File: config.mk
export PLATFORM = sky130hd
export DESIGN_NAME = lock_sequencer
export DESIGN_NICKNAME = d
export VERILOG_FILES = /design/src/rtl/lock_sequencer.sv
export SDC_FILE = /design/constraint.sdc
export NUM_CORES = 1
export LEC_CHECK = 0
export BUFFER_PORTS_ARGS = -buffer_cell sky130_fd_sc_hd__buf_2
export CELL_PAD_IN_SITES_DETAIL_PLACEMENT = 1
export CELL_PAD_IN_SITES_GLOBAL_PLACEMENT = 2
export CORE_ASPECT_RATIO = 0.75
export CORE_MARGIN = 4
export CORE_UTILIZATION = 37
export CTS_CLUSTER_SIZE = 8
export DETAILED_ROUTE_END_ITERATION = 8
export MAX_ROUTING_LAYER = met4
export PLACE_DENSITY = 0.9
export SETUP_SLACK_MARGIN = 0.05
export SYNTH_ARGS = -nofsm -noshare
export SYNTH_HDL_FRONTEND = slang
export SYNTH_SLANG_ARGS = --single-unit
File: constraint.sdc
create_clock -name clk -period 12.38 [get_ports clk]
set_input_delay 1.238 -clock clk [delete_from_list [all_inputs] [get_ports clk]]
set_output_delay 1.238 -clock clk [all_outputs]
set_load 0.05 [all_outputs]
File: src/rtl/lock_sequencer.sv
// Lock sequencer for the error-signal stage between the divider and the DAC.
// Steps IDLE -> SETTLE -> (CALIB) -> RUN, with overload HOLD/relock, and drives trigger_enable/setpoint_out.
module lock_sequencer #(
    parameter int DATA_WIDTH   = 26,
    parameter int LOG2_AVG     = 4,
    parameter int SETTLE_TRIGS = 16,
    parameter int HOLD_TRIGS   = 64,
    parameter int OVL_THRESH   = 163,
    parameter int OVL_LIMIT    = 4
) (
    input  logic        clk,
    input  logic        rst,
    input  logic [31:0] S_AXIS_in_tdata,
    input  logic        S_AXIS_in_tvalid,
    input  logic        fg_trigger,
    input  logic [31:0] gpio_ctrl,
    input  logic [31:0] gpio_setpoint,
    output logic        trigger_enable,
    output logic [31:0] setpoint_out,
    output logic [2:0]  state,
    output logic        locked,
    output logic [15:0] overload_count
);

    localparam int AW = DATA_WIDTH + LOG2_AVG;
    localparam int EW = 16;
    localparam logic [EW-1:0] SETTLE_LAST = EW'(SETTLE_TRIGS - 1);
    localparam logic [EW-1:0] HOLD_LAST   = EW'(HOLD_TRIGS - 1);
    localparam logic [EW-1:0] CAL_LAST    = EW'((1 << LOG2_AVG) - 1);
    localparam logic [7:0]    OVL_LAST    = 8'(OVL_LIMIT - 1);
    localparam logic signed [DATA_WIDTH:0] THR_P = (DATA_WIDTH+1)'(OVL_THRESH);

    typedef enum logic [2:0] {
        S_IDLE   = 3'd0,
        S_SETTLE = 3'd1,
        S_CALIB  = 3'd2,
        S_RUN    = 3'd3,
        S_HOLD   = 3'd4
    } state_t;

    function automatic logic signed [DATA_WIDTH-1:0] avg_floor(input logic signed [AW-1:0] a);
        return DATA_WIDTH'(a >>> LOG2_AVG);
    endfunction

    function automatic logic [15:0] sat_inc16(input logic [15:0] v);
        return (v == 16'hFFFF) ? v : v + 16'd1;
    endfunction

    function automatic logic [31:0] sext32(input logic signed [DATA_WIDTH-1:0] v);
        return 32'(v);
    endfunction

    logic enable, auto_sp, force_hold;
    assign enable     = gpio_ctrl[0];
    assign auto_sp    = gpio_ctrl[1];
    assign force_hold = gpio_ctrl[2];

    logic unused_bits;
    assign unused_bits = ^{gpio_ctrl[31:3], gpio_setpoint[31:DATA_WIDTH], S_AXIS_in_tdata[31:DATA_WIDTH]};

    // Stage p0: trigger synchroniser and falling-edge detect (raw edge -> trig_evt in 3 clk)
    logic trig_s1, trig_s2, trig_s3, trig_evt;
    always_ff @(posedge clk) begin
        if (!rst) begin
            trig_s1  <= 1'b0;
            trig_s2  <= 1'b0;
            trig_s3  <= 1'b0;
            trig_evt <= 1'b0;
        end else begin
            trig_s1  <= fg_trigger;
            trig_s2  <= trig_s1;
            trig_s3  <= trig_s2;
            trig_evt <= trig_s3 & ~trig_s2;
        end
    end

    // Stage p0: sample latch; a sample arriving with trig_evt bypasses the latch
    logic signed [DATA_WIDTH-1:0] smp_p0, smp_cur, sp_act;
    logic svalid, evt_smp;
    always_ff @(posedge clk) begin
        if (S_AXIS_in_tvalid)
            smp_p0 <= $signed(S_AXIS_in_tdata[DATA_WIDTH-1:0]);
    end

    always_ff @(posedge clk) begin
        if (!rst)
            svalid <= 1'b0;
        else if (trig_evt)
            svalid <= 1'b0;
        else if (S_AXIS_in_tvalid)
            svalid <= 1'b1;
    end

    assign smp_cur = S_AXIS_in_tvalid ? $signed(S_AXIS_in_tdata[DATA_WIDTH-1:0]) : smp_p0;
    assign evt_smp = trig_evt & (S_AXIS_in_tvalid | svalid);
    assign sp_act  = $signed(setpoint_out[DATA_WIDTH-1:0]);

    logic signed [DATA_WIDTH:0] diff;
    logic ovl_hit;
    assign diff    = (DATA_WIDTH+1)'(smp_cur) - (DATA_WIDTH+1)'(sp_act);
    assign ovl_hit = (diff > THR_P) || (diff < -THR_P);

    logic signed [AW-1:0] acc, acc_nxt;
    assign acc_nxt = acc + AW'(smp_cur);

    // Stage p1: sequencer state and registered outputs
    state_t st;
    logic [EW-1:0] ev_cnt;
    logic [7:0] ovl_cnt;
    logic signed [DATA_WIDTH-1:0] cal_sp;

    always_ff @(posedge clk) begin
        if (!rst) begin
            st             <= S_IDLE;
            ev_cnt         <= '0;
            ovl_cnt        <= '0;
            acc            <= '0;
            cal_sp         <= '0;
            trigger_enable <= 1'b0;
            setpoint_out   <= '0;
            locked         <= 1'b0;
            overload_count <= '0;
        end else begin
            trigger_enable <= 1'b0;
            setpoint_out   <= auto_sp ? sext32(cal_sp)
                                      : sext32($signed(gpio_setpoint[DATA_WIDTH-1:0]));
            if (!enable) begin
                st      <= S_IDLE;
                ev_cnt  <= '0;
                ovl_cnt <= '0;
                locked  <= 1'b0;
            end else begin
                case (st)
                    S_IDLE: begin
                        st      <= S_SETTLE;
                        ev_cnt  <= '0;
                        ovl_cnt <= '0;
                    end
                    S_SETTLE: begin
                        if (trig_evt) begin
                            if (ev_cnt == SETTLE_LAST) begin
                                ev_cnt  <= '0;
                                ovl_cnt <= '0;
                                acc     <= '0;
                                if (auto_sp) begin
                                    st <= S_CALIB;
                                end else begin
                                    st     <= S_RUN;
                                    locked <= 1'b1;
                                end
                            end else begin
                                ev_cnt <= ev_cnt + 1'b1;
                            end
                        end
                    end
                    S_CALIB: begin
                        if (evt_smp) begin
                            acc <= acc_nxt;
                            if (ev_cnt == CAL_LAST) begin
                                cal_sp <= avg_floor(acc_nxt);
                                if (auto_sp)
                                    setpoint_out <= sext32(avg_floor(acc_nxt));
                                st      <= S_RUN;
                                locked  <= 1'b1;
                                ev_cnt  <= '0;
                                ovl_cnt <= '0;
                            end else begin
                                ev_cnt <= ev_cnt + 1'b1;
                            end
                        end
                    end
                    S_RUN: begin
                        if (force_hold) begin
                            st      <= S_HOLD;
                            locked  <= 1'b0;
                            ev_cnt  <= '0;
                            ovl_cnt <= '0;
                        end else if (evt_smp) begin
                            // the sample that completes the overload run gets no pulse
                            if (ovl_hit && ovl_cnt == OVL_LAST) begin
                                st             <= S_HOLD;
                                locked         <= 1'b0;
                                overload_count <= sat_inc16(overload_count);
                                ev_cnt         <= '0;
                                ovl_cnt        <= '0;
                            end else begin
                                trigger_enable <= 1'b1;
                                ovl_cnt        <= ovl_hit ? ovl_cnt + 1'b1 : '0;
                            end
                        end
                    end
                    S_HOLD: begin
                        if (trig_evt) begin
                            if (ev_cnt == HOLD_LAST) begin
                                st      <= S_SETTLE;
                                ev_cnt  <= '0;
                                ovl_cnt <= '0;
                            end else begin
                                ev_cnt <= ev_cnt + 1'b1;
                            end
                        end
                    end
                    default: begin
                        st     <= S_IDLE;
                        locked <= 1'b0;
                    end
                endcase
            end
        end
    end

    assign state = st;

endmodule

# Word level (Yosys, flattened, before mapping)
# Index checks and enable logic that the tools add are counted.
# Widths: inputs -> output; s select.
# classes
bitwise_logic,11
mul,0
n_addsub,5
order_cmp,2
muxes,51
eq_ne,17
n_shift,0
div,0
reduce_logical,16
# op_table
operator,n
$mux 32,6
$mux 16,8
$mux 30,3
$pmux 16 s5,1
$mux 8,9
$pmux 30 s2,1
$pmux 8 s5,1
$add 16x1->16 const B,2
$add 30x26->30,1
$gt 27x9->1 const B,1
$lt 27x9->1 const B,1
$mux 3,9
$sub 26x26->27,1
$mux 26,1
$reduce_and 6->1,3
$eq 16x16->1 const B,1
$eq 16x4->1 const B,1
$eq 16x6->1 const B,1
$reduce_and 8->1,2
$pmux 3 s5,1
$ne 2x2->1 const B,7
$mux 1,10
$add 8x1->8 const B,1
$eq 8x2->1 const B,1
18 further kinds,29
# totals
elab_cells,117
rom_bits,0
input_bits,100
output_inout_bits,53
latch_bits,0
regBits,164
memories,0
ramBits,0

# Longest topological paths before layout
# Gate-level depths: netlist (run 1).
# depth
ltp_word,9
depth_mapped,20
mapped_depth_nobuf,16

# Worst setup path before layout (run 1)
# Ideal clock, no wire load.
# synth_timing
kind,input port to flip-flop
from,input S_AXIS_in_tvalid
to,register ev_cnt[0]
cell_stages,18
slack_ps,6611
path_buffers,4
setup_ps,116
arrival_time_ps,5653
t_required_ps,12264
path_cell_list,clkbuf_1 -> buf_1 -> mux2_2 -> ha_1 -> a21o_1 -> or3_4 -> o21a_4 -> a41o_1 -> or4_1 -> a211o_1 -> nor4_2 -> nand3_1 -> and3_4 -> o31ai_4 -> buf_6 -> buf_8 -> xor2_1 -> nor2_1
# synth_via
elab_chain_cells,7
elab_cells_between_ends,12
classes_between,add/sub (1); order compare (2); eq/ne (3); mux (1); bitwise (2); reduce/logical (3)
# synth_rtl
item,line_no,source
from (decl),14,"input logic S_AXIS_in_tvalid,"
$mux 26 *,-,
net smp_cur[4],78,"logic signed [DATA_WIDTH-1:0] smp_p0, smp_cur, sp_act;"
$sub 26x26->27 *,100,assign diff = (DATA_WIDTH+1)'(smp_cur) - (DATA_WIDTH+1)'(sp_act);
$gt 27x9->1 or $lt 27x9->1 (tied branches),101,assign ovl_hit = (diff > THR_P) || (diff < -THR_P);
$logic_or 1x1->1 *,101,
$logic_and 1x1->1 *,180,if (ovl_hit && ovl_cnt == OVL_LAST) begin
$ne 3x3->1 (no line) *,-,
$reduce_and 6->1 (no line) *,-,
to (signal assigned),152,ev_cnt <= ev_cnt + 1'b1;
to (signal assigned),168,ev_cnt <= ev_cnt + 1'b1;
to (signal assigned),199,ev_cnt <= ev_cnt + 1'b1;
to (decl),108,logic [EW-1:0] ev_cnt;
# The timed path passes the listed nets; every way through them passes the cells marked *.
# A chain may end at the register's enable or synchronous reset.

# Worst setup path after layout (run 1)
# layout_timing
from,input S_AXIS_in_tvalid
to,register ev_cnt[4]
# Same word-level chain as after synthesis.

==> impl_metrics.toml, run 1 <==
[cts]
path_clk_slew_ns = 0.07
postCtsHoldBufs = 0
cts_tree = "yes"
root_buffer = "clkbuf_16"
htreeDepth = 4
cts.path.max_buffers = 2
clk_latency_ns = 0.44
post_cts_buffers = 0
clock-sinks = 158
numCtsBuffers = 17
cts_resized = 0

[worst_setup_path]
critPathLaunchType = "input port"
endpoint_kind = "flop"
r2r-start = "smp_p0[9]$_DFF_P_"
r2r_end = "ev_cnt[4]$_SDFFE_PN0P_"
cp_data_arrival_time_ns = 6.67
path_common_cell = "and3_1"
worst-path-buf-inv = 1
r2r_slack_ns = 7.32
cp_slowest_cell = "o31ai_4"
worstPathRequired_ns = 12.73
cpLargestDelayFamily = "compound AO/OA/AOI/OAI gates"
max_stage_delay_ns = 0.77
crit_chain = "buf_2, mux2_2, ha_1, and3_1, and3_1, o211ai_1, a31oi_1, xor2_1, or4_1, nor4_2, nand3_1, o31ai_4, o21ai_2, a21o_1, a21oi_1"
r2r_cells = 14
crit_fanout = 28
crit_type = "in -> reg"

[synthesis]
synth_nets = 1267
yosys.area.top_type = "dfxtp_1"
ys_ff_latch = 158
synth_top_area_share_pct = 34.07
ys_warn_count = 0
synth_cell_type_count = 76
yosys-top-cells-area = "dfxtp_1 34%, ha_1 8.0%, nor2_1 5.8%"
synth.most_common_cell = "dfxtp_1"
syn_inst = 1106
ys_top_cells_by_count = "158 x dfxtp_1, 143 x nor2_1, 79 x a21oi_1"
synth_edf_count = 0
synth.yosys.seq_area_share_pct = 34.07
synth.cell_area_sq_um = 9285
synth-async-reset-ratio_pct = 0
syn_area_per_cell_sq_um = 8.395
synth_ff_type = "dfxtp_1"

[timing]
fin_crit_sh_pct = 51.01
finalCriticalPeriod_ns = 6.315
max_freq_ghz = 0.1583
maxSlewHeadroom_pct = 36.26
finalHoldViolCount = 0
slew_violations = 0
hold_ws_ns = 0.4157
worst_pin_slew_ns = 0.9561
rsz0062_at_grt = "no"
final.setup.worst_slack_ns = 6.065
tns_ns = 0
setup_violations = 0
clock_skew_ns = 0.02056

[floorplanning]
start_util_pct = 38.15
die_w_um = 190.9
coreArea_sq_um = 24340
die_h_um = 145.2
ios = 153
die_area_sq_um = 27720
num_rows = 49

[status]
status = "finished, final reports clean"

[detailed_routing]
routedWlPerCell_um = 18.80
drc = 0
drt_wl_total_um = 28720
firstDrtPassIters = 4
drtIter0Drc = 457
via_per_inst = 5.478
drtAntennaViolNets = 0
via_count = 8370

[power]
p_leak_nw = 4.526
powerDensity_nw_per_um2 = 141.5
ir_drop_uv = 80.83
power_mw = 1.499

[global_route]
grt_pass1_vias = 8278
grt_max_degree = 55
antenna_found_initial = 2
grt_pass1_wl_um = 45770
grt_overflow_total = 0
grt_use_total_pct = 21.06

[cells_and_area]
fill_cells = 2944
fin_util_pct = 43.51
drive_gt1_share_pct = 16.89
seq_area_sq_um = 3163
design_area_sq_um = 10590
multiInputGateArea_sq_um = 5652
instances_no_fill = 1528
fin_nets = 1344
syn2layout_area_growth_pct = 14.06

[min_path]
hold_path.startpoint = "trig_s2$_SDFF_PN0_"
worstHoldPathType = "reg -> reg"
holdPathEnd = "trig_evt$_SDFF_PN0_"
min_path_cells = 1

[placement]
dp_slack_ns = 5.675
finalWeightedCongestion = 0.8777
dp_hpwl_um = 21970
numPortBuffers = 111
dp.cells = 1495
post_dp_cell_area_sq_um = 10020

[flow_run]
cap_violations = 0
worst max-delay path by stage:
stage | startpoint | to | slack (ns) | depth (start not counted)
after floorplan | S_AXIS_in_tvalid | ev_cnt[0]$_SDFFE_PN0P_ | 6.61 | 18
after global placement | S_AXIS_in_tvalid | ev_cnt[4]$_SDFFE_PN0P_ | 5.71 | 15
after detailed placement | S_AXIS_in_tvalid | ev_cnt[4]$_SDFFE_PN0P_ | 5.68 | 15
after CTS | S_AXIS_in_tvalid | ev_cnt[4]$_SDFFE_PN0P_ | 6.09 | 15
after global routing | S_AXIS_in_tvalid | ev_cnt[4]$_SDFFE_PN0P_ | 5.51 | 17
final | S_AXIS_in_tvalid | ev_cnt[4]$_SDFFE_PN0P_ | 6.06 | 15
sequential cells by signal, indices dropped and copies added, names as in the netlist:
name	flops
trig_s3	1
ovl_cnt	8
setpoint_out	26
smp_p0	26
locked	1
acc	30
trig_s1	1
trig_s2	1
overload_count	16
trigger_enable	1
state	3
ev_cnt	16
svalid	1
cal_sp	26
trig_evt	1
power by group:
part / switching, mW / internal [mW] / total, mW
sequential: 0.0200 / 0.527 / 0.548
combinational: 0.288 / 0.144 / 0.432
clock: 0.251 / 0.268 / 0.519
logic make-up (layout without fill, tap and decap cells):
group / count (synthesis) / in the layout / share of synthesized area (%)
other: 0 / 1 / 0
XOR/XNOR: 61 / 61 / 5.754
AO/OA/AOI/OAI: 285 / 285 / 20.50
multiplexers: 59 / 59 / 6.724
buffers and inverters: 112 / 202 / 5.080
flip-flops: 158 / 158 / 34.07
AND/OR/NAND/NOR: 370 / 370 / 19.50
adder cells (fa/ha/maj): 61 / 61 / 8.382
layout make-up:
class                           count  area share (%)
Clock buffer                       18           4.052
Clock inverter                     14           1.335
Multi-Input combinational cell    836           53.37
Inverter                           56           1.985
Tap cell                          331           3.911
Antenna cell                        1         0.02363
Sequential cell                   158           29.87
Timing Repair Buffer              114           5.458
routing by layer:
layer | global-route usage [%] | part of all wire [%] | wire (um)
met3 | 3.050 | 2.6 | 736
met4 | 4.559 | 1.1 | 320
met1 | 29.58 | 51 | 14630
met2 | 32.34 | 45 | 13030
met5 | - | 0 | 0
placed cells by master, fill, tap and decap left out, drive strengths merged, types with 24 or more instances in the layout:
cell | synthesis | final
o21ai | 50 | 50
nand2 | 67 | 67
nand3 | 34 | 34
inv | 56 | 65
dfxtp | 158 | 158
buf | 18 | 114
mux2i | 32 | 32
mux2 | 27 | 27
xnor2 | 44 | 44
a21oi | 86 | 86
nor2 | 143 | 143
a22oi | 26 | 26
ha | 59 | 59
a211oi | 26 | 26
a21o | 24 | 24
No activity file was read; power rests on OpenSTA's default activity.
==> run 2, diff against run 1 <==
--- a/config.mk
+++ b/config.mk
@@ -10,11 +10,11 @@
 export CELL_PAD_IN_SITES_GLOBAL_PLACEMENT = 2
 export CORE_ASPECT_RATIO = 0.75
 export CORE_MARGIN = 4
-export CORE_UTILIZATION = 37
+export CORE_UTILIZATION = 31
 export CTS_CLUSTER_SIZE = 8
 export DETAILED_ROUTE_END_ITERATION = 8
 export MAX_ROUTING_LAYER = met4
-export PLACE_DENSITY = 0.9
+export PLACE_DENSITY = 0.8
 export SETUP_SLACK_MARGIN = 0.05
 export SYNTH_ARGS = -nofsm -noshare
 export SYNTH_HDL_FRONTEND = slang
==> constraint.sdc (replaced) <==
create_clock -name clk -period 5.6 [get_ports clk]
set_input_delay 0.56 -clock clk [delete_from_list [all_inputs] [get_ports clk]]
set_output_delay 0.56 -clock clk [all_outputs]
set_load 0.05 [all_outputs]
==> run 2 against run 1 <==
  * Global-route usage down 2.9 points
  * Critical endpoint is now ev_cnt[2]$_SDFFE_PN0P_
  * First-iteration DRC count fell by 8.3%
  * Routed wire length is 2.3% higher
  * Die area increased by 18%
  * Largest cell class unchanged
  * Sequential share of layout area down 0.71 points
  * Clock-buffer cell count stayed put
  * Total power rose by 130%
==> impl_metrics.toml, run 2 (same netlist as run 1, synthesis figures left out) <==
[status]
status = "finished, final reports clean"

[timing]
fin_crit_sh_pct = 88.19
setup_violations = 0
finalCriticalPeriod_ns = 4.938
maxSlewHeadroom_pct = 40.02
tns_ns = 0
clock_skew_ns = 0.01571
rsz0062_at_grt = "no"
worst_pin_slew_ns = 0.8915
slew_violations = 0
max_freq_ghz = 0.2025
finalHoldViolCount = 0

[global_route]
grt_max_degree = 53
grt_pass1_vias = 8487
grt_use_total_pct = 18.21
grt_overflow_total = 0
grt_pass1_wl_um = 46530
antenna_found_initial = 0

[power]
ir_drop_uv = 150.3
p_leak_nw = 4.635
powerDensity_nw_per_um2 = 317.3

[worst_setup_path]
critPathLaunchType = "input port"
crit_fanout = 16
endpoint_kind = "flop"
cp_data_arrival_time_ns = 5.30
worstPathRequired_ns = 5.97
crit_type = "in -> reg"

[cts]
root_buffer = "clkbuf_16"
path_clk_slew_ns = 0.07
htreeDepth = 4
cts_resized = 0
cts.path.max_buffers = 2
clk_latency_ns = 0.44
numCtsBuffers = 17
clock-sinks = 158
cts_tree = "yes"
postCtsHoldBufs = 0
post_cts_buffers = 0

[floorplanning]
coreArea_sq_um = 29320
start_util_pct = 31.66
die_h_um = 157.9
die_area_sq_um = 32810
num_rows = 54
ios = 153
die_w_um = 207.8

[placement]
finalWeightedCongestion = 0.8263
dp_hpwl_um = 22450
post_dp_cell_area_sq_um = 10240
numPortBuffers = 111

[min_path]
worstHoldPathType = "in -> reg"

[cells_and_area]
top_register = "acc"
antennaDiodeCount = 0
design_area_sq_um = 10850
largest_reg_flops = 30
syn2layout_area_growth_pct = 16.83
drive_gt1_share_pct = 18.05
final_cell_mix = "158 x dfxtp_1, 143 x nor2_1, 111 x buf_2, 79 x a21oi_1, 67 x nand2_1"
fin_nets = 1361
layout.cells.most_common = "dfxtp_1"

[detailed_routing]
drt_wl_total_um = 29370
drtAntennaViolNets = 0
via_count = 8391
via_per_inst = 5.228
routedWlPerCell_um = 18.30
drc = 0
drtIter0Drc = 419
firstDrtPassIters = 5

[flow_run]
cap_violations = 0
run 2: cell types whose count changed in the layout (fill, tap and decap cells not counted):
cell,previous run,this run
and2_1,11,12
buf_12,0,2
clkbuf_1,1,0
and2_2,1,0
buf_4,3,18
diode_2,1,0
bufinv_16,0,1
clkinvlp_4,2,1
clkbuf_8,0,1
run 2: metal layers:
metal,wire (um),global-route usage [%]
met5,0,-
met4,466,4.877
met3,563,2.456
met2,13430,28.87
met1,14920,24.70
run 2: critical path: stages:
cell,delay [ns]
buf_2,0.38
mux2_2,0.46
ha_1,0.44
and3_1,0.31
and3_1,0.22
o211ai_1,0.20
a31oi_1,0.39
xor2_1,0.13
or4_1,0.55
nor4_2,0.30
nand3_1,0.17
o31ai_4,0.37
o21ai_2,0.19
a21o_1,0.40
a21oi_1,0.20
run 2: final cells by class:
cell class | count | area, sq um
well taps | 392 | 490.5
flip-flops and latches | 158 | 3163
multi-input cells | 836 | 5650
repair buffers | 131 | 730.7
clock buffers | 18 | 439.2
clock inverters | 14 | 163.9
fillers | 3526 | 18480
inverters | 56 | 210.2
run 2: path summary, 6_finish.rpt:
| check | startpoint | endpoint | slack (ns) | cells past startpoint |
|---|---|---|---|---|
| hold / removal | fg_trigger | trig_s1$_SDFF_PN0_ | 0.33 | 2 |
| setup / recovery | S_AXIS_in_tvalid | ev_cnt[2]$_SDFFE_PN0P_ | 0.66 | 15 |
| setup reg to reg | smp_p0[10]$_DFF_P_ | ev_cnt[2]$_SDFFE_PN0P_ | 1.03 | 14 |
| hold reg to reg | trig_s2$_SDFF_PN0_ | trig_evt$_SDFF_PN0_ | 0.42 | 1 |
run 2: stage by stage:
step / power (mW) / utilization, % / hold slack, ns / setup WS, ns / std cells
after global routing: 3.636 / 36.99 / 0.3150 / 0.3660 / 1605
after CTS: 3.480 / 36.99 / 0.3076 / 0.6562 / 1605
final: 3.442 / 36.99 / 0.3286 / 0.6615 / 1605
after floorplan: 1.989 / - / 0.3827 / 0.5089 / 1106
after detailed placement: 2.232 / 34.94 / 0.3940 / 0.1909 / 1573
after global placement: 2.213 / 34.94 / 0.3967 / 0.2892 / 1573
run 2: power by group:
group          internal, mW  switching, mW  total, mW
sequential             1.17         0.0455       1.21
clock                 0.651          0.580       1.23
combinational         0.354          0.645      0.999
total                  2.17           1.27       3.44
